===== src/rtl/i2c_bus_arbiter.sv =====
// Round-robin arbiter sharing one I2C master engine between two requesters.
// Optional watchdog abort of a stuck engine: define I2C_ARB_WATCHDOG_EN.

// state | meaning
// IDLE  | bus free, evaluate req and latch winner's command
// START | one-cycle m_start pulse to the engine
// WAIT  | engine busy, wait for m_done (or watchdog expiry)
// RESP  | one-cycle done pulse to owner, gnt drops at end
module i2c_bus_arbiter #(
  parameter int ADDR_W  = 7,
  parameter int DATA_W  = 8,
  parameter int TIMEOUT = 4095
) (
  input  logic                     clk,
  input  logic                     reset,
  input  logic [1:0]               req,
  input  logic [ADDR_W+DATA_W:0]   cmd0,
  input  logic [ADDR_W+DATA_W:0]   cmd1,
  output logic [1:0]               gnt,
  output logic [1:0]               done,
  output logic [DATA_W-1:0]        rdata,
  output logic                     nack,
  output logic                     timeout,
  output logic                     sel,
  output logic                     m_start,
  output logic [ADDR_W+DATA_W:0]   m_cmd,
  input  logic                     m_done,
  input  logic                     m_nack,
  input  logic [DATA_W-1:0]        m_rdata,
  output logic                     m_abort
);

  typedef enum logic [1:0] {IDLE, START, WAIT, RESP} state_t;

  state_t state, state_nx;
  logic   last;
  logic   winner;
  logic   grant;
  logic   wd_hit;

  // On a tie the requester that did not own the last transaction wins.
  assign winner  = (req == 2'b11) ? ~last : req[1];
  assign grant   = (state == IDLE) && (req != 2'b00);
  assign m_start = (state == START);
  assign done    = (state == RESP) ? (sel ? 2'b10 : 2'b01) : 2'b00;

  always_comb begin
    state_nx = state;
    case (state)
      IDLE:    if (req != 2'b00) state_nx = START;
      START:   state_nx = WAIT;
      WAIT:    if (m_done || wd_hit) state_nx = RESP;
      RESP:    state_nx = IDLE;
      default: state_nx = IDLE;
    endcase
  end

  always_ff @(posedge clk or posedge reset) begin
    if (reset) begin
      state <= IDLE;
      gnt   <= 2'b00;
      sel   <= 1'b0;
      m_cmd <= '0;
      rdata <= '0;
      nack  <= 1'b0;
      last  <= 1'b1;
    end else begin
      state <= state_nx;
      if (grant) begin
        sel   <= winner;
        gnt   <= winner ? 2'b10 : 2'b01;
        m_cmd <= winner ? cmd1 : cmd0;
      end else if (state == RESP) begin
        gnt <= 2'b00;
      end
      if (state == WAIT && m_done) begin
        rdata <= m_rdata;
        nack  <= m_nack;
        last  <= sel;
      end else if (wd_hit) begin
        rdata <= '0;
        nack  <= 1'b1;
        last  <= sel;
      end
    end
  end

`ifdef I2C_ARB_WATCHDOG_EN
  localparam int WD_W = $clog2(TIMEOUT + 1);

  logic [WD_W-1:0] wd_cnt;
  logic            timeout_q;

  // Down-counter loaded on the way into WAIT; terminal count means TIMEOUT WAIT cycles elapsed.
  assign wd_hit  = (state == WAIT) && !m_done && (wd_cnt == '0);
  assign m_abort = wd_hit;
  assign timeout = timeout_q;

  always_ff @(posedge clk or posedge reset) begin
    if (reset) begin
      wd_cnt    <= '0;
      timeout_q <= 1'b0;
    end else begin
      if (state == START)
        wd_cnt <= WD_W'(TIMEOUT);
      else if (state == WAIT && wd_cnt != '0)
        wd_cnt <= wd_cnt - 1'b1;
      if (state == WAIT && (m_done || wd_hit))
        timeout_q <= wd_hit;
    end
  end
`else
  assign wd_hit  = 1'b0;
  assign m_abort = 1'b0;
  assign timeout = 1'b0;
`endif

endmodule


===== config.mk =====
export PLATFORM = sky130hd
export DESIGN_NAME = i2c_bus_arbiter
export DESIGN_NICKNAME = d
export VERILOG_FILES = /design/src/rtl/i2c_bus_arbiter.sv
export SDC_FILE = /design/constraint.sdc
export NUM_CORES = 1
export LEC_CHECK = 0
export BUFFER_PORTS_ARGS = -buffer_cell sky130_fd_sc_hd__buf_2
export CAP_MARGIN = 10
export CORE_UTILIZATION = 44
export CTS_CLUSTER_DIAMETER = 40
export DETAILED_ROUTE_END_ITERATION = 10
export PLACE_DENSITY = 0.8
export SYNTH_ARGS = -nofsm -noshare
export SYNTH_HDL_FRONTEND = slang
export SYNTH_SLANG_ARGS = --single-unit

===== constraint.sdc =====
create_clock -name clk -period 2 [get_ports clk]
set_input_delay 0.3 -clock clk [delete_from_list [all_inputs] [get_ports clk]]
set_output_delay 0.3 -clock clk [all_outputs]
set_load 0.01 [all_outputs]

* Word-level counts from Yosys, hierarchy flattened
Cells that the tools add are included.
** Operators by class
- Equal/unequal tests :: 6
- Muxes and demuxes :: 10
- Reductions and logical operators :: 6
- Bitwise logic cells :: 1
** Operator list (number)
- $mux W16 :: 1
- $mux W2 :: 7
- $pmux W2 S4 :: 1
- $eq A2 B2 Y1 const B :: 3
- $reduce_bool A2 Y1 :: 2
- $eq A2 B1 Y1 const B :: 1
- $logic_and A1 B1 Y1 :: 2
- $logic_not A2 Y1 :: 1
- $ne A2 B1 Y1 const B :: 1
- $ne A2 B2 Y1 const B :: 1
- $reduce_and A2 Y1 :: 1
- $mux W1 :: 1
- $not A1 Y1 :: 1
** Word-level totals
- Input port bits :: 46
- Output and inout bits :: 33
- Flip-flop bits (word level) :: 31

* Longest topological paths before layout
- Depth in word-level cells :: 4
- Mapped depth :: 6
- Mapped depth without buffers :: 5

* Worst setup path after synthesis
OpenSTA, ideal clock, no wires.
- Kind :: register to register
- Start point :: register state[0]
- End point :: register m_cmd[15]
- Path buffers :: 1
- Period minus slack after synthesis :: 1.408 ns
- Arrival :: 1.282 ns
- Cell stages (with the launch flop) :: 6
- Path slack :: 0.592 ns
- Cells stage by stage :: dfrtp_1 inv_1 ha_1 o21ai_1 buf_4 a221o_1
** On the way
- Word-level cells in the longest chain between the ends :: 2
** Ends and longest elaborated chain
- start: declaration :: line 35 : state_t state, state_nx;
- start signal: assignment :: line 68 : state <= state_nx;
- $logic_not A2 Y1 :: line 43 : assign grant = (state == IDLE) && (req != 2'b00);
- $logic_and A1 B1 Y1 :: line 43
- end signal: assignment :: line 72 : m_cmd <= winner ? cmd1 : cmd0;
- end: declaration :: line 26 : output logic [ADDR_W+DATA_W:0] m_cmd,
No other way between the ends.
A chain may end at the register's enable or synchronous reset.

* Worst setup path in the final report
- Start point :: register state[0]
- End point :: register m_cmd[7]
Same word-level chain as after synthesis.

==> impl_metrics.toml <==
[outcome]
status = "finished clean"

[worst_setup_path]
worstPathBufferInverterCount = 1
path_delay_family = "compound AO/OA/AOI/OAI gates"
critical_path.startpoint_type = "register"
worst_path_required_ns = 2.24
critical_path_peak_fanout = 15
cp_slowest_cell = "o21a_1"
critical_path.reg2reg.startpoint = "state[0]"
worst_path_largest_cell_delay_ns = 0.52
rr_endpoint = "m_cmd[7]"
r2r_setup_slack_ns = 0.38
worstSetupEndpointType = "register"
cp.arrival_ns = 1.86
worst_setup_path_endpoint = "m_cmd[7]"
critPathLaunch = "state[0]"
cp.depth = 5
timing.critical_path.cells = "inv_1 > ha_1 > o21a_1 > nor2_1 > a21oi_1"
criticalPathCategory = "reg2reg"
timing.reg2reg.worst_path_depth = 5

[finish]
finish.net_count = 266
syn2layout_area_growth_pct = 32.5
layout.cells.most_common_list = "76 x buf_2, 30 x dfrtp_1, 18 x nor2_1, 16 x nand2_1, 16 x a21oi_2"
finish.instance_area_mm2 = 0.00194
layout_commonest_cell = "buf_2"
fin_cells = 261
post_route_cells_drive_above_1_share_pct = 53.9
insertedDiodeCount = 0

[grt]
grt_util_all_layers_pct = 20.5
largest_net_degree_at_the_start_of_global_routing = 22
globalRouteOverflowTotal = 0
number_of_antenna_violations_at_the_first_check_in_global_routing = 0
first_pass_grt_wire_length_um = 5400
vias_in_the_first_global_route = 1232

[routing]
detailedRoute.firstPassIterationCount = 4
total_wirelength_of_the_detailed_routed_design_um = 3280
avgViaCountPerCell = 4.84
wl_per_cell_um = 12.6
drtAntennaViolNets = 0
first_iter_violations = 25
drc = 0
detailroute.via_count = 1262

[placed_design]
port_buffers = 76
hpwl_um = 2500
numPlacedInstances = 252
placed_area_mm2 = 0.00188
place_congestion = 0.744

[cts]
post_cts.repair.setup_buffers = 0
h-tree-depth = 2
worst_setup_hold_path_clk_slew_ns = 0.09
cts-root-to-sink-buffers = 2
clk_root_buffer_cell = "clkbuf_4"
clkSinkCount = 31
cts_tree = "done"
numCtsBuffers = 5
clock_latency_ns = 0.31

[yosys]
postSynthRegisterBits = 31
synthCells = 135
synthesis.area_per_instance_um2 = 10.9
ys_warn_count = 0
seq_area_frac_synth_pct = 52.9
yosys.cell_types.count = 25
area_of_the_mapped_netlist_mm2 = 0.00147

[sta]
report.final.slew_viol_count = 0
grt_setup_unrepaired = "no"
achievable-frequency_ghz = 0.617
finalSetupViolations = 0
post-route-period-util_pct = 81.1
timing_hold_violations_final = 0
skew_ns = 0.0103
timing.slew.headroom_pct = 63.4
totalNegativeSetupSlack_ns = 0
max_slew.worst_pin.slew_ns = 0.549
finalWorstPathRequiredPeriod_ns = 1.62

[die]
core-area_mm2 = 0.00310
floorplan.initialDensity_pct = 47.3
pin_count = 79
rows = 20
die-area_mm2 = 0.00357
dieWidth_um = 59.8
die_y_um = 59.8

[power]
power.density_cell_area_mw_per_mm2 = 1460
power.ir.vdd_worst_mv = 0.671
p_total_w = 0.00283
leakagePower_nw = 0.978

[hold_path]
min_path_type = "in2reg"

[run]
drv.max_cap_violation_count = 0
-- flip-flops by register name, summed over array words and instances (netlist names) --
name   flops
state      2
gnt        2
last       1
nack       1
rdata      8
m_cmd     16
sel        1
-- cells by family after synthesis --
| family | Yosys count | synth area share (%) |
|---|---|---|
| AOI/OAI and AO/OA | 40 | 20.6 |
| DFF | 31 | 52.9 |
| muxes | 11 | 8.44 |
| adders and majority gates | 4 | 3.41 |
| and+or+nand+nor | 37 | 9.98 |
| other | 1 | 0.256 |
| buffers and inverters | 11 | 4.35 |
-- layer usage --
layer | GRT usage (%) | vias up | part of all wire (%)
li1 | - | 620 | -
met1 | 24.8 | 596 | 42
met2 | 35.6 | 44 | 52
met3 | 3.46 | 2 | 4.7
met4 | 8.97 | 0 | 0.94
met5 | 0 | - | 0
-- Yosys cell counts (all sizes together) --
library cell | n | area [um^2]
a31o | 1 | 8.76
a32o | 1 | 10.0
nor2 | 18 | 67.6
and3 | 1 | 6.26
o22a | 1 | 8.76
a21bo | 1 | 10.0
a21oi | 31 | 215
dfstp | 1 | 26.3
and2 | 1 | 6.26
conb | 1 | 3.75
ha | 4 | 50.1
a21boi | 1 | 18.8
nand2 | 16 | 60.1
mux2 | 11 | 124
o21ai | 1 | 5.00
a221o | 1 | 10.0
buf | 7 | 48.8
a22o | 1 | 8.76
nor2b | 1 | 6.26
inv | 4 | 15.0
dfrtp | 30 | 751
o21a | 1 | 7.51
-- through the flow --
step	worst slack [ns]	hold WS [ns]	util, %
final	0.378	0.211	62.7
after global routing	0.152	0.194	62.7
after CTS	0.365	0.196	62.7
after detailed placement	0.365	0.306	60.7
after global placement	0.463	0.306	60.7
after floorplan	0.592	0.403	-
-- what timing repair did --
item | in CTS | in global routing
endpoints found under the setup margin | 0 | 0
hold buffers | 1 | 0
gates resized for setup | 0 | 0
endpoints found under the hold margin | 10 | 0
-- layout make-up --
cell class,count,area (um^2)
Clock buffer,7,45.0
Clock inverter,1,5.00
Fill cell,293,1160
Inverter,4,15.0
Multi-Input combinational cell,94,634
Sequential cell,31,777
Tap cell,44,55.1
Timing Repair Buffer,80,413
-- worst min path at each step --
stage	depth (start not counted)	start	endpoint
after floorplan	1	reset	gnt[0]
after global placement	2	reset	m_cmd[13]
after detailed placement	2	reset	m_cmd[13]
after CTS	3	cmd0[11]	m_cmd[11]
after global routing	3	cmd0[3]	m_cmd[3]
final	3	cmd0[1]	m_cmd[1]
-- report_power, final --
part	leakage, nW	internal [W]	switching [W]
Sequential	0.358	0.000954	0.000185
Combinational	0.591	0.000641	0.000725
Clock	0.0293	0.000137	0.000192
-- tightest hold or removal path: stages --
cell     delay (ns)
buf_2          0.09
nand2_1        0.06
a21oi_2        0.04
Power figures use the tool's default switching activity.
